`config.mk`:
```
export PLATFORM = sky130hd
export DESIGN_NAME = run_sequencer
export DESIGN_NICKNAME = d
export VERILOG_FILES = /design/src/rtl/run_sequencer.sv
export SDC_FILE = /design/constraint.sdc
export NUM_CORES = 1
export LEC_CHECK = 0
export ABC_AREA = 1
export ABC_CLOCK_PERIOD_IN_PS = 2000
export BUFFER_PORTS_ARGS = -buffer_cell sky130_fd_sc_hd__buf_2
export CAP_MARGIN = 20
export CORE_MARGIN = 5
export CORE_UTILIZATION = 48
export CTS_CLUSTER_DIAMETER = 40
export DETAILED_ROUTE_END_ITERATION = 8
export PLACE_DENSITY = 0.72
export RECOVER_POWER = 25
export SETUP_SLACK_MARGIN = 0.05
export SYNTH_ARGS = -nofsm -noshare
export SYNTH_HDL_FRONTEND = slang
export SYNTH_SLANG_ARGS = --single-unit
```
`constraint.sdc`:
```
create_clock -name clk -period 2 [get_ports clk]
set_clock_uncertainty 0.05 [all_clocks]
set_input_delay 0.1 -clock clk [delete_from_list [all_inputs] [get_ports clk]]
set_output_delay 0.1 -clock clk [all_outputs]
set_load 0.01 [all_outputs]
```
`src/rtl/run_sequencer.sv`:
```
// Test-harness sequencer: preloads the core's data memory from a byte stream, holds the
// core in reset for a fixed window, then times the run until done or budget expiry.
module run_sequencer #(
   parameter int AW         = 8,
   parameter int DW         = 8,
   parameter int CW         = 16,
   parameter int MAX_CYCLES = 4096,
   parameter int RST_CYCLES = 2
) (
   input  logic          clk,
   input  logic          reset,
   input  logic          start,
   input  logic          load_valid,
   output logic          load_ready,
   input  logic [AW-1:0] load_addr,
   input  logic [DW-1:0] load_data,
   input  logic          load_last,
   output logic          mem_we,
   output logic [AW-1:0] mem_addr,
   output logic [DW-1:0] mem_wdata,
   output logic          cpu_reset,
   input  logic          cpu_done,
   output logic          busy,
   output logic          finished,
   output logic          timeout,
   output logic [CW-1:0] cycle_count
);

   typedef enum logic [2:0] {
      S_IDLE,
      S_LOAD,
      S_RST,
      S_RUN,
      S_DONE,
      S_TIMEOUT
   } state_t;

   localparam int             RCW         = (RST_CYCLES > 1) ? $clog2(RST_CYCLES) : 1;
   localparam logic [RCW-1:0] RST_LOAD    = RCW'(RST_CYCLES - 1);
   localparam logic [CW-1:0]  CYCLE_LIMIT = CW'(MAX_CYCLES);

   state_t          state, state_d;
   logic [RCW-1:0]  rst_cnt, rst_cnt_d;
   logic            cpu_reset_d;
   logic            mem_we_d;
   logic [AW-1:0]   mem_addr_d;
   logic [DW-1:0]   mem_wdata_d;
   logic            finished_d;
   logic            timeout_d;
   logic [CW-1:0]   cycle_count_d;
   logic            accept;

   // Handshake outputs decode straight from state so they react in the cycle the state changes.
   assign load_ready = (state == S_LOAD);
   assign busy       = (state == S_LOAD) || (state == S_RST) || (state == S_RUN);
   assign accept     = load_valid & load_ready;

   // NOTE: every variable written here gets a default first, so no path can infer a latch.
   always_comb begin
      state_d       = state;
      rst_cnt_d     = rst_cnt;
      mem_we_d      = 1'b0;
      mem_addr_d    = mem_addr;
      mem_wdata_d   = mem_wdata;
      finished_d    = finished;
      timeout_d     = timeout;
      cycle_count_d = cycle_count;

      unique case (state)
         S_IDLE, S_DONE, S_TIMEOUT: begin
            // cycle_count is left alone so the host can still read the last result.
            if (start) begin
               state_d    = S_LOAD;
               finished_d = 1'b0;
               timeout_d  = 1'b0;
            end
         end

         S_LOAD: begin
            if (accept) begin
               mem_we_d    = 1'b1;
               mem_addr_d  = load_addr;
               mem_wdata_d = load_data;
               if (load_last) begin
                  state_d   = S_RST;
                  rst_cnt_d = RST_LOAD;
               end
            end
         end

         S_RST: begin
            if (rst_cnt == '0) begin
               state_d       = S_RUN;
               cycle_count_d = '0;
            end else begin
               rst_cnt_d = rst_cnt - RCW'(1);
            end
         end

         S_RUN: begin
            cycle_count_d = cycle_count + CW'(1);
            // Done takes priority when it coincides with the final budget cycle.
            if (cpu_done) begin
               state_d    = S_DONE;
               finished_d = 1'b1;
            end else if (cycle_count_d == CYCLE_LIMIT) begin
               state_d   = S_TIMEOUT;
               timeout_d = 1'b1;
            end
         end

         default: state_d = S_IDLE;
      endcase

      // Registered from next state, so the core is frozen on the same edge RUN is left.
      cpu_reset_d = (state_d != S_RUN);
   end

   // NOTE: sequential state uses non-blocking assignments so all registers update together.
   always_ff @(posedge clk or negedge reset) begin
      if (!reset) begin
         state       <= S_IDLE;
         rst_cnt     <= '0;
         cpu_reset   <= 1'b1;
         mem_we      <= 1'b0;
         mem_addr    <= '0;
         mem_wdata   <= '0;
         finished    <= 1'b0;
         timeout     <= 1'b0;
         cycle_count <= '0;
      end else begin
         state       <= state_d;
         rst_cnt     <= rst_cnt_d;
         cpu_reset   <= cpu_reset_d;
         mem_we      <= mem_we_d;
         mem_addr    <= mem_addr_d;
         mem_wdata   <= mem_wdata_d;
         finished    <= finished_d;
         timeout     <= timeout_d;
         cycle_count <= cycle_count_d;
      end
   end

endmodule

```
==> flow_summary.json <==
{
  "status": "finished clean",
  "maxCapViolCount": 0,
  "ys_seq_area_share_pct": 50.0,
  "fin_crit_sh_pct": 89.0,
  "switching_share_pct": 36.7,
  "dieArea_um2": 5570,
  "end_kind": "register",
  "viasPerCell": 4.83,
  "numPortBuffers": 59,
  "setup_violations": 0,
  "cts_buffers": 5,
  "gp_congestion": 0.819,
  "rows": 23,
  "ys_ff_latch": 40,
  "crit_arrival_ps": 1910,
  "p_sw_mw": 1.13,
  "synth_area_leader_cell": "dfrtp_1",
  "rsz0062_at_grt": "false",
  "hold_violations": 0,
  "dr.pass1.iters": 6,
  "overflow": 0,
  "p_comb_share_pct": 35.6,
  "worst_slack_ps": 221,
  "grt_use_total_pct": 19.5,
  "vias": 1948,
  "dieWidth_um": 74.6,
  "dp_slack_ps": 203,
  "syn_area_um2": 2010,
  "grt_max_degree": 27,
  "worstPathRequired_ps": 2130,
  "holdCritPathClass": "input pin to register",
  "synthTopCellsByArea": "dfrtp_1, nand2_1, inv_1, nor2_1, o21ai_0",
  "power_leakage_nw": 1.35,
  "initial_core_util_pct": 49.8,
  "p_per_area_nw_per_um2": 1150,
  "fp.dieH_um": 74.6,
  "max-slew-margin-rel_pct": 43.7,
  "post-route-drc-count": 0,
  "r2r_start": "cycle_count[3]$_DFFE_PN0P_",
  "layout-drive-gt1-share_pct": 21.0,
  "place_hpwl_um": 3520,
  "whs_ps": 5.40,
  "antenna_found_initial": 0,
  "clock_path_buffers": 2,
  "syn_inst": 268,
  "synth_area_per_cell_um2": 7.48,
  "worstHoldStart": "cpu_done",
  "yosys_warnings": 0,
  "yosysUniqueCellTypes": 23,
  "crit-reg2reg-capture": "state[1]$_DFF_PN0_",
  "worst_pin_slew_ps": 844,
  "fin_util_pct": 66.5,
  "cts.sinks": 40,
  "critical_path_class": "register to register",
  "path_clk_slew_ps": 80,
  "grt_pass1_wl_um": 8340,
  "irDropWorstVdd_uv": 715,
  "ant_nets": 0,
  "wl_um": 5010,
  "area_growth_pct": 33.6,
  "grt_pass1_vias": 1916,
  "h-tree-depth": 2,
  "pin_count": 60,
  "fmax_mhz": 562,
  "start_kind": "register",
  "rrSetupSlack_ps": 220,
  "yosys.area.top_type_share_pct": 48.7,
  "cts_root_buffer": "clkbuf_8",
  "drtIter0Drc": 74,
  "core_area_um2": 4030,
  "p_int_mw": 1.95,
  "insertion_delay_ps": 290,
  "hold_end": "finished$_DFFE_PN0P_",
  "clkPwrFrac_pct": 24.8,
  "final_nets": 376,
  "seq_power_share_pct": 39.6,
  "synth_fp_nets": 291,
  "worstHoldPathCells": 3,
  "routedWlPerCell_um": 12.4,
  "cts_tree": "done",
  "setup_tns_ps": 0,
  "antenna_cells": 0,
  "path_max_fanout": 6,
  "drv_slew": 0,
  "r2r_cells": 11,
  "fin_crit_ps": 1780
}
==> timing repair <==
action                                  CTS  global route
gates resized for setup                   0             4
hold buffers                             17             0
endpoints found under the setup margin    0             4
setup buffers                             0             3
hold endpoints to repair                 30             0
==> how the worst max path moves through the flow <==
stage                                     from                 end  cells after the start  slack, ps
floorplan           cycle_count[0]$_DFFE_PN0P_  state[1]$_DFF_PN0_                     12        290
global placement    cycle_count[0]$_DFFE_PN0P_  state[1]$_DFF_PN0_                     12        280
detailed placement  cycle_count[0]$_DFFE_PN0P_  state[1]$_DFF_PN0_                     12        200
CTS                 cycle_count[0]$_DFFE_PN0P_  state[1]$_DFF_PN0_                     12        200
global route        cycle_count[1]$_DFFE_PN0P_  state[1]$_DFF_PN0_                     12         40
finish              cycle_count[3]$_DFFE_PN0P_  state[1]$_DFF_PN0_                     11        220
==> flip-flops by register name, summed over array words and instances, names as in the netlist <==
register and count:
finished 1, timeout 1, mem_addr 8, cpu_reset 1
cycle_count 16, rst_cnt 1, mem_we 1, state 3
mem_wdata 8
==> area by class of cell <==
type,count,area (um^2)
clock buffers,5,68.8
clock inverters,2,60.1
fillers,348,1350
inverters,28,105
multi-input cells,196,888
flip-flops and latches,40,1000
well taps,50,62.6
repair buffers,82,490
==> cells in the final DEF, fill, tap and decap left out, types with 2 or more instances in the layout <==
master,n
nand2_1,116
buf_2,43
dfrtp_1,37
inv_1,25
nor2_1,22
dlygate4sd3_1,17
o21ai_0,16
clkbuf_1,16
nand3_1,13
buf_4,6
nand4_1,5
o22ai_1,5
clkbuf_8,5
nor2_4,4
nand2_2,4
nor2_2,3
clkinv_1,2
a21oi_1,2
bufinv_16,2
dfrtp_2,2
==> cell usage after synthesis <==
cell      instances
nor2_4            4
buf_2             1
dfstp_2           1
dfrtp_1          39
ha_1              1
buf_4             1
a31oi_1           1
nor3_1            1
nand2_2           4
o22ai_1           5
o21ai_0          16
nor2_2            3
clkbuf_1          2
nand4_1           5
nor2_1           22
inv_1            25
inv_2             1
nand3_2           2
clkinv_1          2
nand2_1         116
nand3_1          13
a21oi_1           2
a32o_1            1
==> worst max-delay path, stage by stage (launching register included) <==
cell and delay [ps]:
dfrtp_1 460, nand2_1 170, nor2_4 210, nand3_2 120
nand2_1 80, nand2_1 60, nor2_1 140, nand2_1 100
nor2_4 110, nand2_1 50, nand2_1 60, nand2_2 50
==> routing by layer <==
metal / global-route usage [%] / wire (um)
met1: 23.5 / 2190
met2: 34.2 / 2420
met3: 6.41 / 344
met4: 4.15 / 44
met5: 0 / 0
==> power groups by stage <==
stage / sequential, mW / combinational (mW) / clock, mW
final: 1.22 / 1.10 / 0.766
after global routing: 1.25 / 1.24 / 0.801
after CTS: 1.22 / 1.09 / 0.777
after detailed placement: 1.21 / 1.07 / 0
after global placement: 1.22 / 1.04 / 0
after floorplan: 1.31 / 0.550 / 0
==> cells by family after synthesis <==
family	share of synthesized area, %
AOI/OAI and AO/OA	6.86
adders and majority gates	0.624
buffers and inverters	6.24
DFF	50.0
and+or+nand+nor	36.3
==> per-stage QoR <==
stage	cells	power (mW)	cell area, um^2
global placement	376	2.26	2370
CTS	400	3.08	2670
global route	403	3.29	2680
floorplan	268	1.86	2010
detailed placement	376	2.28	2370
finish	403	3.09	2680
(Power assumes the default switching activity.)
